`config.mk`:
```
export PLATFORM = sky130hd
export DESIGN_NAME = gpr_writeback_arbiter
export DESIGN_NICKNAME = d
export VERILOG_FILES = /design/src/rtl/gpr_writeback_arbiter.sv
export SDC_FILE = /design/constraint.sdc
export NUM_CORES = 1
export LEC_CHECK = 0
export CORE_UTILIZATION = 30
export DETAILED_ROUTE_END_ITERATION = 16
export HOLD_SLACK_MARGIN = 0.06
export PLACE_DENSITY = 0.72
export SLEW_MARGIN = 20
export SYNTH_ARGS = -nofsm -noshare
export SYNTH_HDL_FRONTEND = slang
export SYNTH_SLANG_ARGS = --single-unit
```
`constraint.sdc`:
```
create_clock -name clk -period 5.2 [get_ports clk]
set_input_delay 1.04 -clock clk [delete_from_list [all_inputs] [get_ports clk]]
set_output_delay 1.04 -clock clk [all_outputs]
set_load 0.01 [all_outputs]
```
`src/rtl/gpr_writeback_arbiter.sv`:
```
// gpr_writeback_arbiter
//   Writeback stage in front of the 64-bit x 32-entry GPR file. It picks one
//   ALU or LSU result per cycle for the single register-file write port. It
//   also keeps the busy scoreboard that the issue stage uses to stall on
//   pending destination registers.
//
// Ports
//   clk, rst                    clock; synchronous active-high reset
//   alu_vld/alu_rd/alu_data     ALU result in;  alu_rdy = accepted this cycle
//   lsu_vld/lsu_rd/lsu_data     load result in; lsu_rdy = accepted this cycle
//   iss_vld/iss_rd              issue of a register-writing instruction
//   busy_vec                    per-register write-pending bits (bit 0 always 0)
//   wb_en/rd0_addr/rd0_data     registered write port (wb_en -> file clk_en)
module gpr_writeback_arbiter #(
    parameter int XLEN       = 64,
    parameter int STARVE_MAX = 3
) (
    input  logic            clk,
    input  logic            rst,
    input  logic            alu_vld,
    input  logic [4:0]      alu_rd,
    input  logic [XLEN-1:0] alu_data,
    output logic            alu_rdy,
    input  logic            lsu_vld,
    input  logic [4:0]      lsu_rd,
    input  logic [XLEN-1:0] lsu_data,
    output logic            lsu_rdy,
    input  logic            iss_vld,
    input  logic [4:0]      iss_rd,
    output logic [31:0]     busy_vec,
    output logic            wb_en,
    output logic [4:0]      rd0_addr,
    output logic [XLEN-1:0] rd0_data
);

    localparam logic [2:0] SMAX = 3'(STARVE_MAX);

    logic [2:0]  starve_cnt;
    logic        force_alu;
    logic        alu_acc;
    logic        lsu_acc;
    logic [31:0] busy_nxt;

    // LSU wins by default; once the ALU has stalled SMAX cycles in a row it
    // takes the port, and the LSU is held off for that one cycle.
    assign force_alu = (starve_cnt == SMAX) && alu_vld;
    assign lsu_rdy   = !rst && !force_alu;
    assign alu_rdy   = !rst && (!lsu_vld || force_alu);

    // The ready terms are mutually exclusive whenever both valids are high,
    // so at most one of these is set.
    assign alu_acc = alu_vld && alu_rdy;
    assign lsu_acc = lsu_vld && lsu_rdy;

    always_ff @(posedge clk) begin
        if (rst) begin
            starve_cnt <= 3'd0;
        end else if (alu_vld && !alu_rdy) begin
            if (starve_cnt != SMAX)
                starve_cnt <= starve_cnt + 3'd1;
        end else begin
            starve_cnt <= 3'd0;
        end
    end

    // Results to x0 are still accepted, but they never assert wb_en.
    always_ff @(posedge clk) begin
        if (rst) begin
            wb_en    <= 1'b0;
            rd0_addr <= 5'd0;
            rd0_data <= '0;
        end else if (alu_acc) begin
            wb_en    <= (alu_rd != 5'd0);
            rd0_addr <= alu_rd;
            rd0_data <= alu_data;
        end else if (lsu_acc) begin
            wb_en    <= (lsu_rd != 5'd0);
            rd0_addr <= lsu_rd;
            rd0_data <= lsu_data;
        end else begin
            wb_en    <= 1'b0;
        end
    end

    // The clear is applied before the set, so a new issue to a register that
    // is being written back in the same cycle keeps its busy bit.
    always_comb begin
        busy_nxt = busy_vec;
        if (wb_en)
            busy_nxt[rd0_addr] = 1'b0;
        if (iss_vld && (iss_rd != 5'd0))
            busy_nxt[iss_rd] = 1'b1;
        busy_nxt[0] = 1'b0;
    end

    always_ff @(posedge clk) begin
        if (rst)
            busy_vec <= 32'd0;
        else
            busy_vec <= busy_nxt;
    end

endmodule

```
After elaboration in Yosys (flattened, before gate mapping)
Cells that the tools add are included.

Equality and inequality tests: 2. Mux-type cells: 12. Reduce and logical (&&, ||, !) cells: 19. Add/sub/neg operators: 1. Bitwise operators: 4. Magnitude comparators: 4.

Operators by type and width (number): $mux 64 (2); $mux 32 (2); $and 32x32->32 (1); $not 32->32 (1); $or 32x32->32 (1); $reduce_bool 5->1 (3); $lt 5x6->1 const B (2); $demux 1 s5 (2); $ge 5x1->1 const B (2); $mux 5 (2); $logic_and 1x1->1 (9); $logic_not 1->1 (4); $mux 1 (4); $add 3x1->3 const B (1); $eq 3x2->1 const B (1); $ne 3x2->1 const B (1); $reduce_bool 2->1 (1); $reduce_or 2->1 (1); $logic_or 1x1->1 (1); $not 1->1 (1).

Register bits after elaboration: 105. Word-level logic and storage cells: 48. Output and inout bits: 104.

Logic depth before layout (Yosys ltp)
Gate-level depths: netlist of run 1.

Depth after elaboration: 9. Depth in mapped cells: 7. Depth with buffers taken out: 5.

Least setup slack after synthesis of run 1
Ideal clock, no wire load.

Path kind: input -> output. Start: in rst. End: out alu_rdy. Stages: 5. Arrival: 1.938 ns. Data required time: 4.160 ns. Setup slack: 2.222 ns. Buffers on the path: 4. Cell sequence: buf_2 buf_2 buf_2 buf_1 nor2_1.

Longest elaborated chain between the ends: 2.

RTL lines: start, declared (line 19) `input logic rst,`; $logic_not 1->1 (line 48) `assign alu_rdy = !rst && (!lsu_vld || force_alu);`; $logic_and 1x1->1 (line 48); end, declared (line 23) `output logic alu_rdy,`.

Every way passes these cells.

Final worst setup path of run 1
Start: in alu_vld. End: out alu_rdy.

Longest elaborated chain between the ends: 3.

RTL lines: start, declared (line 20) `input logic alu_vld,`; $logic_and 1x1->1 (line 46) `assign force_alu = (starve_cnt == SMAX) && alu_vld;`; $logic_or 1x1->1 (line 48); $logic_and 1x1->1 (line 48).

Every way passes these cells.

==> results.txt, run 1 <==
----------------------------------------------------
[Power and ir drop]
  Worst supply voltage drop on vdd ... 138 uV
  Power Dens Cells ... 250 nW/um2
  Standby leakage power ... 2.43 nW

[Job]
  Max-cap violation count ... 0

[Floorplanning]
  Floorplan row count ... 45
  Chip Width ... 128 um
  Boundary pin count ... 252
  Initial core utilization ... 31.1%
  Die Area ... 16500 um2
  Die extent in y ... 128 um
  Area of the core region ... 15400 um2

[Min path]
  Path class of the lowest-slack min-delay path ... reg -> reg
  Cell depth of the worst min-delay path ... 1

[Critical path]
  CP peak stage delay ... 0.71 ns
  Top cell family by delay on the critical path ... buffers and inverters
  Total stage count of the critical path ... 4
  Required time of the worst setup path ... 4.16 ns
  Slowest cell on crit path ... sky130_fd_sc_hd__clkdlybuf4s50_1
  R2r worst-path depth ... 6
  Maximum fanout encountered on the critical timing path ... 7
  Crit path cell chain ... clkdlybuf4s50_1 > a21boi_4 > nor2_1 > clkdlybuf4s50_1
  Most used cell, CP ... sky130_fd_sc_hd__clkdlybuf4s50_1
  Kind of capture point of the worst setup path ... primary output
  Startpoint type of the worst setup path ... primary input
  Classification of the worst setup path ... in -> out
  Number of buffers and inverters on the critical path ... 2
  Arrival time reported for the critical path endpoint ... 2.52 ns

[Yosys]
  Largest area contributor in the netlist ... sky130_fd_sc_hd__dfxtp_1
  Async S/R FF share, synth ... 0%
  Ranking of synthesized cells by area ... sky130_fd_sc_hd__dfxtp_1, sky130_fd_sc_hd__a311oi_1, sky130_fd_sc_hd__o21ai_0
  Flop and latch count out of synthesis ... 104
  Synth warnings ... 0
  Post-synthesis instance area ... 4800 um2
  Post-Synthesis Cells ... 586
  Post-synth cell types ... 33
  Mean instance size in the synthesized netlist ... 8.19 um2
  Syn_nets ... 736
  Flip-flop cell with the highest count after synthesis ... sky130_fd_sc_hd__dfxtp_1
  Yosys top cell area share ... 43.4%
  Register area share after synthesis ... 43.4%
  Number of flops mapped to enable cells by yosys ... 0

[GRT]
  Largest net degree at the start of global routing ... 105
  Met3 Resource Use GR ... 5.07%
  First-pass GRT wire length ... 28000 um
  Global-route congestion overflow total ... 0
  Top Usage Layer GRT ... met2
  Number of global-route vias before repair ... 5190
  Antenna violations before repair ... 1
  Fraction of met1 tracks used by global routing ... 27.7%
  Global routing met2 resource utilization ... 35.3%
  Overall routing resource usage ... 21.4%

[Timing]
  Largest clock skew in the final design ... 0.00796 ns
  Slew Limit Headroom ... 30.7%
  RSZ-0062 raised after global routing ... false
  Total negative slack ... 0 ns
  Tmin final ... 3.56 ns
  Fmax ... 281 MHz
  Transition time of the tightest slew-check pin ... 1.04 ns
  Share of the clock period used by the worst path ... 68.5%
  Final hold violation count ... 0
  Number of slew-limit violations in the final report ... 0
  # setup viols final ... 0

[Drt]
  Post-DR vias/cell ... 5.40
  Number of nets with antenna violations after routing ... 0
  DR pass1 iterations ... 5
  Number of DRC markers in iteration 0 ... 417
  Number of remaining DRC errors ... 0
  DRT Wirelength ... 17700 um
  Wirelength per Cell ... 17.6 um
  Routed via count ... 5435

[Status]
  Status ... finished, final reports clean

[Clock tree]
  Cts bufs inserted ... 9
  Number of gates resized after CTS ... 0
  Number of clock sinks seen by CTS ... 104
  Level count of the clock H-tree ... 3
  Hold buffers post-CTS ... 0
  Number of setup buffers added after CTS ... 0
  CTS tree ... done
  Clock latency on the worst-skew pair ... 0.34 ns
  Root cell of the clock tree ... sky130_fd_sc_hd__clkbuf_16
  Clock slew at the register clock pins of the worst setup and hold paths ... 0.07 ns
  Max Root-Sink Buffers ... 2

[Finish]
  Number of filler cells placed in the layout ... 1519
  Final nets ... 940
  Fraction of layout cells with a size suffix above 1 ... 4.28%
  Count of non-filler cells in the finished layout ... 1007
  Synthesis-to-layout area growth ... 58.1%

[Place]
  Buffers on Ports ... 250
  Estimated wirelength of the detail-placed design ... 11700 um
  Post-Place Cells ... 990
  GP Congestion ... 0.822

----------------------------------------------------
[per-stage QoR]
stage          setup slack [ns]  cell area [um2]  hold WS, ns  total power, W  utilization, %
3_3_place_gp               1.64             7310        0.409         0.00127            47.4
6_report                   1.64             7590        0.427         0.00190            49.2
2_1_floorplan              2.22             4800        0.397         0.00103               -
3_5_place_dp               1.66             7310        0.420         0.00127            47.4
4_1_cts                    1.65             7580        0.430         0.00192            49.2
5_1_grt                    1.58             7590        0.452         0.00198            49.2
[sequential cells by signal (all words and copies together), names as in the netlist]
register    flops
rd0_addr        5
busy_vec       31
rd0_data       64
wb_en           1
starve_cnt      3
[cell usage in the layout, fill, tap and decap left out, types with 3 or more instances in the layout]
master and count:
sky130_fd_sc_hd__nor3b_1 4, sky130_fd_sc_hd__dfxtp_1 104, sky130_fd_sc_hd__o21ai_0 83, sky130_fd_sc_hd__nor3_1 66, sky130_fd_sc_hd__a31oi_1 4, sky130_fd_sc_hd__nand3b_1 5
sky130_fd_sc_hd__nand3_1 75, sky130_fd_sc_hd__nor2_1 3, sky130_fd_sc_hd__and3_1 3, sky130_fd_sc_hd__buf_4 9, sky130_fd_sc_hd__a21oi_1 33, sky130_fd_sc_hd__a311oi_1 65
sky130_fd_sc_hd__and3b_1 5, sky130_fd_sc_hd__or3b_2 4, sky130_fd_sc_hd__clkdlybuf4s50_1 249, sky130_fd_sc_hd__clkbuf_16 9, sky130_fd_sc_hd__o21ai_1 14, sky130_fd_sc_hd__nand2_1 36
[per-layer routing]
layer  share of wire, %  vias to the layer above
met5                  0                        -
met4               0.95                        0
met3                8.1                       10
met2                 47                      255
met1                 44                     2545
li1                   -                     2625
[cells in the mapped netlist (2+ instances only)]
| cell | n |
|---|---|
| sky130_fd_sc_hd__a21oi_1 | 33 |
| sky130_fd_sc_hd__a311oi_1 | 65 |
| sky130_fd_sc_hd__a31oi_1 | 4 |
| sky130_fd_sc_hd__and3_1 | 3 |
| sky130_fd_sc_hd__and3b_1 | 5 |
| sky130_fd_sc_hd__buf_1 | 4 |
| sky130_fd_sc_hd__buf_2 | 27 |
| sky130_fd_sc_hd__buf_4 | 3 |
| sky130_fd_sc_hd__buf_6 | 5 |
| sky130_fd_sc_hd__clkbuf_1 | 26 |
| sky130_fd_sc_hd__dfxtp_1 | 104 |
| sky130_fd_sc_hd__ha_1 | 2 |
| sky130_fd_sc_hd__nand2_1 | 37 |
| sky130_fd_sc_hd__nand2b_1 | 2 |
| sky130_fd_sc_hd__nand3_1 | 75 |
| sky130_fd_sc_hd__nand3b_1 | 5 |
| sky130_fd_sc_hd__nor2_1 | 3 |
| sky130_fd_sc_hd__nor3_1 | 66 |
| sky130_fd_sc_hd__nor3b_1 | 4 |
| sky130_fd_sc_hd__o21ai_0 | 83 |
| sky130_fd_sc_hd__o21ai_1 | 14 |
| sky130_fd_sc_hd__or3b_2 | 4 |
| sky130_fd_sc_hd__or4_1 | 2 |
[where the power goes]
part	leakage (nW)	internal (W)	switching (W)
clock network	0.129	0.000340	0.000306
registers	0.852	0.000838	0.0000260
logic	1.45	0.000213	0.000173
total	2.43	0.00139	0.000504
[final timing paths]
| path | startpoint | to | slack [ns] |
|---|---|---|---|
| worst min register to register | starve_cnt[0]$_SDFFE_PP0P_ | starve_cnt[0]$_SDFFE_PP0P_ | 0.43 |
| worst max-delay path | alu_vld | alu_rdy | 1.64 |
| worst max register to register | starve_cnt[0]$_SDFFE_PP0P_ | rd0_data[15]$_SDFFE_PP0P_ | 2.58 |
| worst min-delay path | starve_cnt[0]$_SDFFE_PP0P_ | starve_cnt[0]$_SDFFE_PP0P_ | 0.43 |
[logic make-up (layout without fill, tap and decap cells)]
logic type	count (synthesis)	after routing	share of synthesized area [%]
AO/OA/AOI/OAI	203	203	26.7
adder cells (fa/ha/maj)	2	2	0.522
buffers and inverters	67	276	6.96
flip-flops	104	104	43.4
other	1	2	0.0782
AND/OR/NAND/NOR	209	209	22.3
[layout make-up]
| type | count | area (um2) | area share [%] |
|---|---|---|---|
| clock inverter | 4 | 28.8 | 0.379 |
| inverter | 2 | 7.51 | 0.0990 |
| timing repair buffer | 258 | 2560 | 33.7 |
| clock buffer | 12 | 246 | 3.25 |
| tap | 211 | 264 | 3.48 |
| multi-input combinational | 415 | 2390 | 31.6 |
| sequential | 104 | 2080 | 27.4 |
| antenna | 1 | 2.50 | 0.0330 |
(Power assumes the default switching activity.)
==> run 2, diff against run 1 <==
Settings changed: PLACE_DENSITY 0.72 to 0.74.
Clock period 5.2 ns to 3 ns, I/O delays scaled along.
==> run 2 against run 1 <==
Routed wire length is 0.55% lower; register-to-register slack got worse by 1.7 ns; sequential power up 74%.
==> results.txt, run 2 (synthesized netlist as in run 1, its figures left out) <==
----------------------------------------------------
[Floorplanning]
  Floorplan row count ... 45
  Area of the core region ... 15400 um2
  Die extent in y ... 128 um
  Die Area ... 16500 um2
  Chip Width ... 128 um
  Initial core utilization ... 31.1%
  Boundary pin count ... 252

[Timing]
  Total negative slack ... 0 ns
  Share of the clock period used by the worst path ... 89.6%
  Number of slew-limit violations in the final report ... 0
  Transition time of the tightest slew-check pin ... 0.778 ns
  Post-route worst setup slack ... 0.312 ns
  # setup viols final ... 0
  Largest clock skew in the final design ... 0.0100 ns
  Tmin final ... 2.69 ns
  Final-layout worst hold slack ... 0.425 ns
  Slew Limit Headroom ... 48.1%
  RSZ-0062 raised after global routing ... false
  Fmax ... 372 MHz
  Final hold violation count ... 0

[Drt]
  DRT Wirelength ... 17600 um
  Routed via count ... 5398
  Wirelength per Cell ... 17.4 um
  DR pass1 iterations ... 5
  Post-DR vias/cell ... 5.33
  Number of nets with antenna violations after routing ... 0
  Number of DRC markers in iteration 0 ... 376
  Number of remaining DRC errors ... 0

[Place]
  Buffers on Ports ... 250
  GP Congestion ... 0.792
  Estimated wirelength of the detail-placed design ... 11900 um
  Setup Slack @ Placement ... 0.322 ns

[Clock tree]
  Clock latency on the worst-skew pair ... 0.34 ns
  Clock slew at the register clock pins of the worst setup and hold paths ... 0.07 ns
  Root cell of the clock tree ... sky130_fd_sc_hd__clkbuf_16
  CTS tree ... done
  Max Root-Sink Buffers ... 2
  Hold buffers post-CTS ... 0
  Number of clock sinks seen by CTS ... 104
  Number of setup buffers added after CTS ... 0
  Level count of the clock H-tree ... 3
  Number of gates resized after CTS ... 0
  Cts bufs inserted ... 9

[Finish]
  Final nets ... 947
  Sequential cell area ... 2080 um2
  Top Registers ... rd0_data: 64 flops, busy_vec: 31 flops, rd0_addr: 5 flops
  Most frequent cells in the layout ... sky130_fd_sc_hd__clkdlybuf4s50_1, sky130_fd_sc_hd__dfxtp_1, sky130_fd_sc_hd__o21ai_0, sky130_fd_sc_hd__nand3_1, sky130_fd_sc_hd__nor3_1
  Fraction of layout cells with a size suffix above 1 ... 5.12%
  Number of filler cells placed in the layout ... 1561
  Synthesis-to-layout area growth ... 59.4%
  Antenna diode instance count ... 0
  Max FFs per register ... 64
  Most common library cell in the layout ignoring fill and taps ... sky130_fd_sc_hd__clkdlybuf4s50_1
  Largest register by flop count ... rd0_data
  Multi-input gate area ... 2390 um2

[GRT]
  First-pass GRT wire length ... 27700 um
  Overall routing resource usage ... 21.3%
  Global-route congestion overflow total ... 0
  Antenna violations before repair ... 0
  Largest net degree at the start of global routing ... 71
  Number of global-route vias before repair ... 5177

[Status]
  Status ... finished, final reports clean

[Min path]
  Cell depth of the worst min-delay path ... 1
  Path class of the lowest-slack min-delay path ... reg -> reg

[Power and ir drop]
  Standby leakage power ... 2.47 nW
  Power Dens Cells ... 428 nW/um2
  Worst supply voltage drop on vdd ... 308 uV

[Critical path]
  Startpoint type of the worst setup path ... primary input
  Total stage count of the critical path ... 4
  Most used cell, CP ... sky130_fd_sc_hd__clkdlybuf4s50_1
  Classification of the worst setup path ... in -> out
  Required time of the worst setup path ... 2.40 ns
  CP peak stage delay ... 0.60 ns
  Number of buffers and inverters on the critical path ... 2
  Arrival time reported for the critical path endpoint ... 2.09 ns
  R2r worst-path depth ... 6
  Slowest cell on crit path ... sky130_fd_sc_hd__clkdlybuf4s50_1
  Crit path cell chain ... clkdlybuf4s50_1 > a21boi_4 > nor2_1 > clkdlybuf4s50_1
  Kind of capture point of the worst setup path ... primary output
  Top cell family by delay on the critical path ... buffers and inverters
  Maximum fanout encountered on the critical timing path ... 3

[Job]
  Max-cap violation count ... 0

----------------------------------------------------
-- run 2: stage by stage --
| step | instance area [um2] | utilization [%] | cells | total power [W] |
|---|---|---|---|---|
| after floorplan | 4800 | - | 586 | 0.00179 |
| final | 7650 | 49.6 | 1012 | 0.00327 |
| after global routing | 7650 | 49.6 | 1012 | 0.00341 |
| after global placement | 7390 | 47.9 | 997 | 0.00220 |
| after detailed placement | 7390 | 47.9 | 997 | 0.00221 |
| after CTS | 7650 | 49.6 | 1012 | 0.00330 |
-- run 2: worst paths after layout --
| check | from | to | slack, ns |
|---|---|---|---|
| max | alu_vld | alu_rdy | 0.31 |
| min | starve_cnt[0]$_SDFFE_PP0P_ | starve_cnt[0]$_SDFFE_PP0P_ | 0.42 |
| max reg2reg | starve_cnt[0]$_SDFFE_PP0P_ | rd0_data[27]$_SDFFE_PP0P_ | 0.85 |
| min reg2reg | starve_cnt[0]$_SDFFE_PP0P_ | starve_cnt[0]$_SDFFE_PP0P_ | 0.42 |
-- run 2: routing by layer --
layer | global-route usage (%) | up-vias | part of all wire [%]
met2 | 35.6 | 219 | 48
li1 | - | 2635 | -
met1 | 26.1 | 2528 | 43
met4 | 6.57 | 0 | 1.1
met3 | 6.74 | 16 | 8.0
met5 | 0 | - | 0
-- run 2: layout make-up --
type                       instances  area share, %
clock buffer                      10           2.99
clock inverter                     5          0.442
inverter                           2         0.0982
multi-input combinational        415           31.3
sequential                       104           27.2
tap                              211           3.45
timing repair buffer             265           34.5
-- run 2: power breakdown --
part	leakage (nW)	switching [W]	internal [W]
clock network	0.125	0.000536	0.000560
logic	1.49	0.000301	0.000378
registers	0.852	0.0000437	0.00145
total	2.47	0.000882	0.00239
